<file path="src/rtl/keypad_pkg.sv">
// Shared types and constants for the 4x4 keypad scanner and its consumers.
package keypad_pkg;

    // Scanner FSM states.
    typedef enum logic [1:0] {
        SCAN     = 2'd0,
        DEBOUNCE = 2'd1,
        HELD     = 2'd2
    } scan_state_t;

    // Active-low column strobe patterns, one per column index.
    localparam logic [3:0] COL0_SEL  = 4'b1110;
    localparam logic [3:0] COL1_SEL  = 4'b1101;
    localparam logic [3:0] COL2_SEL  = 4'b1011;
    localparam logic [3:0] COL3_SEL  = 4'b0111;

    // Row lines with no key pressed (pulled up).
    localparam logic [3:0] ROWS_IDLE = 4'b1111;

    // Column index to active-low strobe pattern.
    function automatic logic [3:0] col_decode(input logic [1:0] col);
        logic [3:0] sel;
        case (col)
            2'd0:    sel = COL0_SEL;
            2'd1:    sel = COL1_SEL;
            2'd2:    sel = COL2_SEL;
            default: sel = COL3_SEL;
        endcase
        return sel;
    endfunction

    // Index of the lowest-numbered low row; rows must not be idle.
    function automatic logic [1:0] lowest_low_row(input logic [3:0] rows);
        logic [1:0] idx;
        if (!rows[0])      idx = 2'd0;
        else if (!rows[1]) idx = 2'd1;
        else if (!rows[2]) idx = 2'd2;
        else               idx = 2'd3;
        return idx;
    endfunction

    // Key index {row, col} to the ASCII symbol printed on the calculator keycap.
    // Consumed by the calculator control logic, not by the scanner itself.
    function automatic logic [7:0] key_symbol(input logic [3:0] key);
        logic [7:0] sym;
        case (key)
            4'h0: sym = "1";
            4'h1: sym = "2";
            4'h2: sym = "3";
            4'h3: sym = "+";
            4'h4: sym = "4";
            4'h5: sym = "5";
            4'h6: sym = "6";
            4'h7: sym = "-";
            4'h8: sym = "7";
            4'h9: sym = "8";
            4'hA: sym = "9";
            4'hB: sym = "*";
            4'hC: sym = "C";
            4'hD: sym = "0";
            4'hE: sym = "=";
            default: sym = "/";
        endcase
        return sym;
    endfunction

endpackage

</file>
<file path="src/rtl/row_synchronizer.sv">
// Two-flop synchronizer for the asynchronous keypad row lines.
module row_synchronizer #(
    parameter int                    WIDTH       = 4,
    parameter logic [WIDTH-1:0]      RESET_VALUE = '1
) (
    input  logic             clk,
    input  logic             reset,
    input  logic [WIDTH-1:0] d,
    output logic [WIDTH-1:0] q
);

    logic [WIDTH-1:0] meta;

    // Two register stages; reset to the idle (released) pattern.
    always_ff @(posedge clk) begin
        if (!reset) begin
            meta <= RESET_VALUE;
            q    <= RESET_VALUE;
        end else begin
            meta <= d;
            q    <= meta;
        end
    end

endmodule

</file>
<file path="src/rtl/keypad_scanner.sv">
// 4x4 matrix keypad scanner: strobes one column per dwell period, samples the
// synchronized rows at the end of each dwell, and debounces press and release.
//
// Output handshake: key_valid is a one-cycle pulse with no back-pressure; the
// consumer must take key_code in the cycle key_valid is high (key_code also
// holds until the next accepted key).
module keypad_scanner
    import keypad_pkg::*;
#(
    parameter int SCAN_OVERFLOW  = 2**16-1,
    parameter int DEBOUNCE_TICKS = 4
) (
    input  logic       clk,
    input  logic       reset,
    input  logic [3:0] row_in,
    output logic [3:0] col_select,
    output logic [3:0] key_code,
    output logic       key_valid,
    output logic       key_pressed
);

    localparam int CW = $clog2(SCAN_OVERFLOW + 1);
    localparam int SW = (DEBOUNCE_TICKS > 1) ? $clog2(DEBOUNCE_TICKS) : 1;
    localparam logic [CW-1:0] DWELL_LAST  = CW'(SCAN_OVERFLOW);
    localparam logic [SW-1:0] STABLE_LAST = SW'(DEBOUNCE_TICKS - 1);

    logic [3:0]    row_s;
    logic [CW-1:0] dwell;
    logic          tick;

    // FSM state is kept as a named enum so it can be probed directly.
    scan_state_t   state, state_n;
    logic [1:0]    col, col_n;
    logic [1:0]    col_adv;
    logic [SW-1:0] stab, stab_n;
    logic [1:0]    cand_row, cand_row_n;
    logic [3:0]    col_select_n;
    logic [3:0]    key_code_n;
    logic          key_valid_n;
    logic          key_pressed_n;
    logic          cand_low;

    row_synchronizer #(
        .WIDTH       (4),
        .RESET_VALUE (ROWS_IDLE)
    ) u_row_sync (
        .clk   (clk),
        .reset (reset),
        .d     (row_in),
        .q     (row_s)
    );

    assign tick     = (dwell == DWELL_LAST);
    assign col_adv  = col + 2'd1;
    assign cand_low = !row_s[cand_row];

    // Free-running dwell counter; wraps after SCAN_OVERFLOW in every state.
    always_ff @(posedge clk) begin
        if (!reset) begin
            dwell <= '0;
        end else if (tick) begin
            dwell <= '0;
        end else begin
            dwell <= dwell + CW'(1);
        end
    end

    // Next-state and output logic; decisions are only taken on a dwell tick.
    always_comb begin
        state_n       = state;
        col_n         = col;
        col_select_n  = col_select;
        stab_n        = stab;
        cand_row_n    = cand_row;
        key_code_n    = key_code;
        key_valid_n   = 1'b0;
        key_pressed_n = key_pressed;

        if (tick) begin
            case (state)
                SCAN: begin
                    if (row_s != ROWS_IDLE) begin
                        // Park on this column and start confirming the press.
                        cand_row_n = lowest_low_row(row_s);
                        stab_n     = '0;
                        state_n    = DEBOUNCE;
                    end else begin
                        col_n        = col_adv;
                        col_select_n = col_decode(col_adv);
                    end
                end

                DEBOUNCE: begin
                    if (cand_low) begin
                        if (stab == STABLE_LAST) begin
                            key_code_n    = {cand_row, col};
                            key_valid_n   = 1'b1;
                            key_pressed_n = 1'b1;
                            stab_n        = '0;
                            state_n       = HELD;
                        end else begin
                            stab_n = stab + SW'(1);
                        end
                    end else begin
                        // Bounce: give up on this candidate and move on.
                        stab_n       = '0;
                        state_n      = SCAN;
                        col_n        = col_adv;
                        col_select_n = col_decode(col_adv);
                    end
                end

                HELD: begin
                    if (!cand_low) begin
                        if (stab == STABLE_LAST) begin
                            key_pressed_n = 1'b0;
                            stab_n        = '0;
                            state_n       = SCAN;
                            col_n         = col_adv;
                            col_select_n  = col_decode(col_adv);
                        end else begin
                            stab_n = stab + SW'(1);
                        end
                    end else begin
                        // Key still (or again) down: release must restart.
                        stab_n = '0;
                    end
                end

                default: begin
                    state_n = SCAN;
                end
            endcase
        end
    end

    // State and registered outputs.
    always_ff @(posedge clk) begin
        if (!reset) begin
            state       <= SCAN;
            col         <= 2'd0;
            col_select  <= COL0_SEL;
            stab        <= '0;
            cand_row    <= 2'd0;
            key_code    <= 4'h0;
            key_valid   <= 1'b0;
            key_pressed <= 1'b0;
        end else begin
            state       <= state_n;
            col         <= col_n;
            col_select  <= col_select_n;
            stab        <= stab_n;
            cand_row    <= cand_row_n;
            key_code    <= key_code_n;
            key_valid   <= key_valid_n;
            key_pressed <= key_pressed_n;
        end
    end

endmodule

</file>
<file path="config.mk">
export PLATFORM = sky130hd
export DESIGN_NAME = keypad_scanner
export DESIGN_NICKNAME = d
export VERILOG_FILES = /design/src/rtl/keypad_pkg.sv /design/src/rtl/row_synchronizer.sv /design/src/rtl/keypad_scanner.sv
export SDC_FILE = /design/constraint.sdc
export NUM_CORES = 1
export LEC_CHECK = 0
export CAP_MARGIN = 10
export CORE_ASPECT_RATIO = 0.5
export CORE_MARGIN = 3
export CORE_UTILIZATION = 45
export CTS_CLUSTER_DIAMETER = 50
export CTS_CLUSTER_SIZE = 16
export DETAILED_ROUTE_END_ITERATION = 6
export HOLD_SLACK_MARGIN = 0.02
export PLACE_DENSITY = 0.67
export SYNTH_ARGS = -nofsm -noshare
export SYNTH_HDL_FRONTEND = slang
export SYNTH_HIERARCHICAL = 1
export SYNTH_SLANG_ARGS = --single-unit
</file>
<file path="constraint.sdc">
create_clock -name clk -period 1.8 [get_ports clk]
set_input_delay 0.18 -clock clk [delete_from_list [all_inputs] [get_ports clk]]
set_output_delay 0.18 -clock clk [all_outputs]
set_load 0.05 [all_outputs]
</file>
==> results.rst, run 1 <==
.. list-table::
   :header-rows: 1

   * - Metric
     - Value
   * - Number of pins exceeding their max-slew limit in the final report
     - 0
   * - TritonCTS Sinks
     - between 40 and 50
   * - Total I/O pin count
     - 16
   * - Core Area
     - a little over 4000 sq um
   * - Wire length of the first global-routing pass
     - a little over 7000 microns
   * - Clock transition time at the flip-flop clock pins of the worst setup and hold paths
     - around 0.080 ns
   * - Fin crit share
     - 98.77%
   * - Quantity of hold-fixing buffers added after cts
     - 0
   * - Maximum number of pins on one net before global-route repair
     - 14
   * - Sequential Power Share
     - between 40 and 50%
   * - Die width
     - roughly 100 microns
   * - TritonCTS buffer count
     - 5
   * - Clock period minus worst slack
     - 1.778 ns
   * - Iter 0 DRT Violations
     - about 70
   * - Skew-Pair Late Insertion Delay
     - 0.30 ns
   * - Y dimension of the die
     - 53.08 microns
   * - TritonCTS clock tree
     - done
   * - HP Start
     - u_row_sync/meta[2]$_SDFF_PN1_
   * - CP max-delay cell
     - or4_4
   * - Initial antenna violation count
     - 0
   * - Number of vias per cell
     - ~5.3
   * - Clock root buffer
     - clkbuf_8
   * - Total power consumption of the routed design
     - approximately 2000 uW
   * - Worst-path fanout max
     - 6
   * - FF-to-FF Start
     - dwell[1]$_SDFF_PP0_
   * - Maximum Capacitance Violations
     - 0
   * - Capture point of the worst path
     - key_code[1]$_SDFFE_PN0P_
   * - Number of synthesis warnings
     - 6
   * - Internal power component
     - ~1600 uW
   * - Remaining global-route overflow
     - 0
   * - Number of nets still failing antenna checks after routing
     - 0
   * - Critical path type
     - register to register
   * - Max frequency
     - around 0.56 GHz
   * - DRC Markers
     - 0
   * - Row count
     - 16
   * - Vias
     - around 1.7k
   * - Final routed wire length divided by cell count
     - between 10 and 15 microns
   * - Cells after Synth
     - between 200 and 250
   * - Destination of the worst register-to-register timing path
     - key_code[1]$_SDFFE_PN0P_
   * - Minimum setup slack among reg-to-reg paths
     - roughly 0.022 ns
   * - Vias in the first global route
     - roughly 1.6k
   * - Final HPWL from detailed placement
     - between 2000 and 3000 microns
   * - Total routed wirelength
     - approximately 4300 microns
   * - Cells on worst reg2reg path
     - 6
   * - Net Count, Synth
     - 234
   * - CP startpoint kind
     - register
   * - Maximum cell stage delay along the critical path
     - approximately 0.6 ns
   * - Worst slew slack as a fraction of its limit
     - between 60% and 70%
   * - Fraction of power consumed by the clock network
     - 46.6%
   * - Net total in the final layout
     - 282
   * - Starting density of the core
     - 48.84%
   * - Final Core Density
     - 64.77%
   * - Worst path arrival time
     - slightly below 2 ns
   * - Worst Max-Slew Pin Slew
     - 0.4979 ns
   * - Mean cell area of the mapped netlist
     - just over 9 sq um
   * - Netlist Area Pre-Place
     - roughly 2000 sq um
   * - P&R area growth vs syn
     - 32.62%
   * - Setup crit end kind
     - register
   * - Worst clock skew on the final layout
     - between 0.002 and 0.003 ns
   * - Required time of the critical path
     - between 1.5 and 2 ns
   * - Fraction of layout instances using a drive strength above 1
     - 24.06%
   * - Net switching power
     - between 300 and 400 uW
   * - Number of input and output port buffers inserted
     - 15
   * - Global routing usage summed across all routing layers
     - approximately 17%
   * - Power density cells
     - roughly 740 nW/um^2
   * - Global placement routability congestion
     - 0.8502
   * - DP Cell Count
     - approximately 310
   * - Path category of the worst min-delay check
     - register to register
   * - RSZ-0062 raised after global routing
     - true
   * - Fraction of power spent switching nets
     - a little under 20%
   * - Hold violation count in the final report
     - 0
   * - Number of H-tree levels
     - 2
   * - Number of distinct library cell variants in the gate-level netlist after synthesis
     - 40
   * - Register area share after synthesis
     - 42.16%
   * - Maximum VDD drop
     - just under 0.0004 V
   * - Share of power burned in combinational logic
     - 4.8%
   * - Worst setup path start
     - dwell[1]$_SDFF_PP0_
   * - Count of placed standard cells in the final layout, fillers left out
     - between 300 and 400
   * - Number of setup violations in the final report
     - 0
   * - Result of the run
     - finished, final reports clean
   * - Number of diodes added for antenna fixing
     - 0
   * - Ordered cell list for the critical path
     - ha_4 -> nand3_4 -> or4_4 -> buf_4 -> o31ai_2 -> a21oi_1
   * - Pre-antenna DRT Iters
     - 4
   * - Number of synthesized register bits
     - 42
   * - Deepest clock path buffer count
     - 2
   * - Full die area
     - ~5300 sq um
   * - Static leakage
     - 0.001011 uW
critical path, delay by kind of cell, from the launching register on:
kind | cells | cell delay, ns
and+or+nand+nor | 2 | 0.68
buffers and inverters | 1 | 0.18
DFF | 1 | 0.37
adders and majority gates | 1 | 0.15
AOI/OAI and AO/OA | 2 | 0.28
cell families (layout without fill, tap and decap cells):
| kind of cell | Yosys count | after routing | synth area share (%) |
|---|---|---|---|
| buf+inv | 21 | 70 | 4.391 |
| mux | 11 | 11 | 6.336 |
| xor+xnor | 13 | 13 | 5.709 |
| simple gates | 93 | 93 | 25.47 |
| compound gates | 26 | 26 | 9.035 |
| flops | 42 | 42 | 42.16 |
| fa+ha+maj | 11 | 11 | 6.901 |
stage by stage:
| step | setup WS, ns | area, sq um | hold WS, ns | setup TNS, ns |
|---|---|---|---|---|
| floorplan | 0.01082 | 2028 | 0.2530 | 0 |
| global placement | 0.08151 | 2437 | 0.3921 | 0 |
| detailed placement | 0.04310 | 2437 | 0.3925 | 0 |
| CTS | 0.02028 | 2580 | 0.4110 | 0 |
| global route | -0.04285 | 2645 | 0.4288 | -0.1028 |
| finish | 0.02208 | 2645 | 0.4093 | 0 |
metal layers:
layer / share of wire (%) / up-vias / global-route usage, %
met1: 45 / 799 / 20.67
met4: 1.9 / 0 / 6.488
li1: - / 851 / -
met5: 0 / - / 0
met2: 47 / 47 / 29.93
met3: 5.4 / 12 / 5.000
how the worst min path moves through the flow:
stage	depth (start not counted)	endpoint	slack (ns)
6_report	1	u_row_sync/q[2]$_SDFF_PN1_	0.41
5_1_grt	1	u_row_sync/q[1]$_SDFF_PN1_	0.43
4_1_cts	1	u_row_sync/q[2]$_SDFF_PN1_	0.41
3_5_place_dp	1	u_row_sync/q[2]$_SDFF_PN1_	0.39
3_3_place_gp	1	u_row_sync/q[3]$_SDFF_PN1_	0.39
2_1_floorplan	1	u_row_sync/meta[0]$_SDFF_PN1_	0.25
flip-flops by register name, indices dropped and copies added (netlist names), 4 cells and up:
register         count
dwell               16
col_select           4
key_code             4
u_row_sync/meta      4
u_row_sync/q         4
placed cells by master, fill, tap and decap left out, types with 3 or more instances in the layout:
master,netlist,final
a21oi_1,8,7
buf_4,0,31
clkbuf_8,0,6
clkdlybuf4s50_1,0,15
dfxtp_1,42,37
dfxtp_2,0,4
ha_1,11,10
inv_1,14,14
mux2_2,3,3
mux2i_1,7,7
nand2_1,20,19
nand2b_1,16,15
nand3_1,5,5
nand4_1,12,12
nor2_1,19,19
nor3_1,4,4
nor4_1,6,5
o31ai_1,5,4
xnor2_1,11,11
repair_timing:
| action | in CTS | in global routing |
|---|---|---|
| buffers inserted | 0 | 4 |
| gates resized for setup | 0 | 13 |
| endpoints found under the setup margin | 0 | 10 |
power by group through the flow:
stage / clock [uW] / combinational [uW] / sequential, uW
2_1_floorplan: 0 / 48.9 / 975
3_3_place_gp: 0 / 92.4 / 975
3_5_place_dp: 0 / 93.2 / 976
4_1_cts: 933 / 93.8 / 954
5_1_grt: 973 / 105 / 956
6_report: 915 / 94.6 / 953
synthesized netlist by cell type:
| cell type | number | area (sq um) |
|---|---|---|
| dfxtp_1 | 42 | 840.8 |
| nand2_1 | 20 | 75.07 |
| nor2_1 | 19 | 71.32 |
| nand2b_1 | 16 | 100.1 |
| inv_1 | 14 | 52.55 |
| nand4_1 | 12 | 75.07 |
| ha_1 | 11 | 137.6 |
| xnor2_1 | 11 | 96.34 |
| a21oi_1 | 8 | 40.04 |
| mux2i_1 | 7 | 70.07 |
| nor4_1 | 6 | 37.54 |
| nand3_1 | 5 | 25.02 |
| o31ai_1 | 5 | 37.54 |
| clkbuf_1 | 4 | 15.01 |
| nor3_1 | 4 | 20.02 |
| mux2_2 | 3 | 33.78 |
| o21ai_0 | 3 | 15.01 |
| a211o_1 | 2 | 17.52 |
| and3_2 | 2 | 15.01 |
| or3_1 | 2 | 12.51 |
| xor2_1 | 2 | 17.52 |
| a21o_1 | 1 | 7.510 |
| a2bb2oi_1 | 1 | 8.760 |
| a31oi_1 | 1 | 6.260 |
| and4_1 | 1 | 8.760 |
| buf_2 | 1 | 5.000 |
| buf_6 | 1 | 11.26 |
| clkinv_1 | 1 | 3.750 |
| mux4_2 | 1 | 22.52 |
| nand3_4 | 1 | 17.52 |
| nand4_2 | 1 | 12.51 |
| nor3_2 | 1 | 10.01 |
| nor4b_1 | 1 | 8.760 |
| o211a_1 | 1 | 10.01 |
| o221a_2 | 1 | 11.26 |
| o221ai_1 | 1 | 8.760 |
| o2bb2ai_1 | 1 | 8.760 |
| o31a_1 | 1 | 8.760 |
| or3_2 | 1 | 7.510 |
| or4_4 | 1 | 11.26 |
area by class of cell:
class                   instances  area [sq um]
multi-input cells             154          1126
flip-flops and latches         42         849.6
well taps                      54         67.56
clock buffers                   6         82.58
clock inverters                 2         60.06
fillers                       345          1439
repair buffers                 47         402.9
inverters                      15         56.30
(Power assumes the default switching activity.)
==> run 2, diff against run 1 <==
Settings changed: PLACE_DENSITY 0.67 to 0.64.
==> results.rst, run 2 (synthesis gave the netlist of run 1 again) <==
.. list-table::
   :header-rows: 1

   * - Metric
     - Value
   * - Destination of the worst register-to-register timing path
     - col_select[3]$_SDFFE_PN1P_ (was key_code[1]$_SDFFE_PN0P_)
   * - Full die area
     - 5315 sq um (unchanged)
   * - Number of cells on the worst hold path
     - 1 (unchanged)
   * - Minimum setup slack among reg-to-reg paths
     - 0.03 ns (was 0.02 ns)
   * - Required time of the critical path
     - 1.98 ns (about the same)
   * - Number of input and output port buffers inserted
     - 15 (unchanged)
   * - HP Start
     - u_row_sync/meta[2]$_SDFF_PN1_ (unchanged)
   * - Path category of the worst min-delay check
     - register to register (unchanged)
   * - Maximum Capacitance Violations
     - 0 (unchanged)
   * - Worst-path fanout max
     - 5 (was 6)
   * - Number of vias per cell
     - 5.253 (was 5.341)
   * - FF-to-FF Start
     - cand_row[0]$_SDFFE_PN0P_ (was dwell[1]$_SDFF_PP0_)
   * - Number of nets still failing antenna checks after routing
     - 0 (unchanged)
   * - Final HPWL from detailed placement
     - 3010 microns (was 2996 microns)
   * - Iter 0 DRT Violations
     - 70 (was 68)
   * - Worst clock skew on the final layout
     - 0.009921 ns (was 0.002685 ns)
   * - Area occupied by multi-input gates
     - 1132 sq um (was 1126 sq um)
   * - Clock transition time at the flip-flop clock pins of the worst setup and hold paths
     - 0.08 ns (about the same)
   * - Total I/O pin count
     - 16 (unchanged)
   * - Most common cell after layout, fill and taps aside
     - dfxtp_1 (unchanged)
   * - Maximum number of pins on one net before global-route repair
     - 23 (was 14)
   * - Vias in the first global route
     - 1578 (was 1588)
   * - Total Negative Setup Slacks
     - 0 ns (unchanged)
   * - Net total in the final layout
     - 275 (was 282)
   * - Critical path type
     - register to register (unchanged)
   * - Register with the most flip-flops
     - dwell (unchanged)
   * - TritonCTS buffer count
     - 5 (unchanged)
   * - Static leakage
     - 0.0009629 uW (was 0.001011 uW)
   * - Starting density of the core
     - 48.84% (unchanged)
   * - Global routing usage summed across all routing layers
     - 16.78% (was 17.30%)
   * - Clock root buffer
     - clkbuf_8 (unchanged)
   * - Global placement routability congestion
     - 0.7875 (was 0.8502)
   * - Setup crit end kind
     - register (unchanged)
   * - TritonCTS clock tree
     - done (unchanged)
   * - Result of the run
     - finished, final reports clean (unchanged)
   * - TritonCTS Sinks
     - 42 (unchanged)
   * - Remaining global-route overflow
     - 0 (unchanged)
   * - Core Area
     - 4084 sq um (unchanged)
   * - DRC Markers
     - 0 (unchanged)
   * - Highest-count cells in the layout ignoring fill and taps
     - 38 x dfxtp_1, 23 x buf_4, 20 x nand2_1, 19 x nor2_1 (was 37 x dfxtp_1, 31 x buf_4, 19 x nor2_1, 19 x nand2_1)
   * - Wire length of the first global-routing pass
     - 6969 microns (was 7107 microns)
   * - Register area
     - 845.8 sq um (was 849.6 sq um)
   * - Number of diodes added for antenna fixing
     - 0 (unchanged)
   * - Worst Max-Slew Pin Slew
     - 0.4965 ns (was 0.4979 ns)
   * - Quantity of hold-fixing buffers added after cts
     - 0 (unchanged)
   * - Fraction of layout instances using a drive strength above 1
     - 20.16% (was 24.06%)
   * - Final routed wire length divided by cell count
     - 13.02 microns (was 13.30 microns)
   * - Fin crit share
     - 98.08% (was 98.77%)
   * - Endpoint of the worst hold-timing path
     - u_row_sync/q[2]$_SDFF_PN1_ (unchanged)
   * - Max FFs per register
     - 16 (unchanged)
   * - Power density cells
     - 637.0 nW/um^2 (was 742.1 nW/um^2)
   * - Pre-antenna DRT Iters
     - 4 (unchanged)
   * - Clock period minus worst slack
     - 1.765 ns (was 1.778 ns)
   * - Fill cell instance count of the final layout
     - 370 (was 345)
   * - Die width
     - 100.2 microns (unchanged)
   * - Worst path arrival time
     - 1.95 ns (was 1.96 ns)
   * - Number of pins exceeding their max-slew limit in the final report
     - 0 (unchanged)
   * - Final instance area
     - 2536 sq um (was 2645 sq um)
   * - Cells on worst reg2reg path
     - 4 (was 6)
   * - Number of H-tree levels
     - 2 (unchanged)
   * - Number of setup violations in the final report
     - 0 (unchanged)
   * - Initial antenna violation count
     - 0 (unchanged)
   * - Worst slew slack as a fraction of its limit
     - 66.80% (was 66.70%)
   * - Row count
     - 16 (unchanged)
   * - Deepest clock path buffer count
     - 2 (unchanged)
   * - Vias
     - 1639 (was 1709)
   * - Total routed wirelength
     - 4062 microns (was 4256 microns)
   * - CP startpoint kind
     - register (unchanged)
   * - Maximum VDD drop
     - 0.0004063 V (was 0.0003948 V)
   * - P&R area growth vs syn
     - 27.16% (was 32.62%)
   * - Max frequency
     - 0.5664 GHz (was 0.5625 GHz)
   * - Y dimension of the die
     - 53.08 microns (unchanged)
   * - Hold violation count in the final report
     - 0 (unchanged)
   * - Dpl cell area
     - 2415 sq um (was 2437 sq um)
   * - Skew-Pair Late Insertion Delay
     - 0.29 ns (was 0.30 ns)
## run 2: metrics by stage
step | total power (uW) | hold WS (ns) | util (%) | cells | setup slack [ns]
after CTS | 1629 | 0.4147 | 61.15 | 312 | 0.01367
after floorplan | 1024 | 0.2530 | - | 217 | 0.01082
after detailed placement | 1063 | 0.3964 | 59.13 | 305 | 0.02977
after global placement | 1061 | 0.3947 | 59.13 | 305 | 0.06974
after global routing | 1688 | 0.4312 | 62.10 | 312 | -0.002277
final | 1616 | 0.4111 | 62.10 | 312 | 0.03457
## run 2: critical path, cell delays in order (launching register included)
cell and delay (ns):
dfxtp_2 0.36, mux4_2 0.56, o221a_4 0.32, nand4_4 0.10, mux2_4 0.31
## run 2: layout make-up
cell class / instances / share of cell area (%)
sequential: 42 / 33.35
multi-input combinational: 154 / 44.65
clock buffer: 6 / 2.861
timing repair buffer: 40 / 13.96
tap: 54 / 2.664
clock inverter: 1 / 0.2960
inverter: 15 / 2.220
## run 2: how the worst max path moves through the flow
| stage | start | to | slack [ns] | cells after the start |
|---|---|---|---|---|
| final | cand_row[0]$_SDFFE_PN0P_ | col_select[3]$_SDFFE_PN1P_ | 0.03 | 4 |
| after floorplan | cand_row[0]$_SDFFE_PN0P_ | col_select[1]$_SDFFE_PN1P_ | 0.01 | 4 |
| after global routing | cand_row[0]$_SDFFE_PN0P_ | col_select[3]$_SDFFE_PN1P_ | -0.002 | 4 |
| after global placement | cand_row[0]$_SDFFE_PN0P_ | col_select[3]$_SDFFE_PN1P_ | 0.07 | 4 |
| after detailed placement | cand_row[0]$_SDFFE_PN0P_ | stab[0]$_SDFFE_PN0P_ | 0.03 | 4 |
| after CTS | cand_row[0]$_SDFFE_PN0P_ | col_select[3]$_SDFFE_PN1P_ | 0.01 | 4 |
## run 2: per-layer routing
layer	global-route usage [%]	routed length, microns	up-vias	part of all wire [%]
met2	28.51	1870	26	46
met5	0	0	-	0
met1	19.94	1986	771	49
li1	-	-	837	-
met4	6.935	39	0	0.96
met3	5.263	165	5	4.1
## run 2: what timing repair did
action,4_1_cts,5_1_grt
endpoints found under the setup margin,1,9
pin swaps,0,2
resized for setup,1,9
buffers inserted,0,0
## run 2: where the power goes
part	switching, uW	total [uW]	internal [uW]
Clock	308	574	266
Sequential	11.2	954	943
Combinational	40.5	87.1	46.6
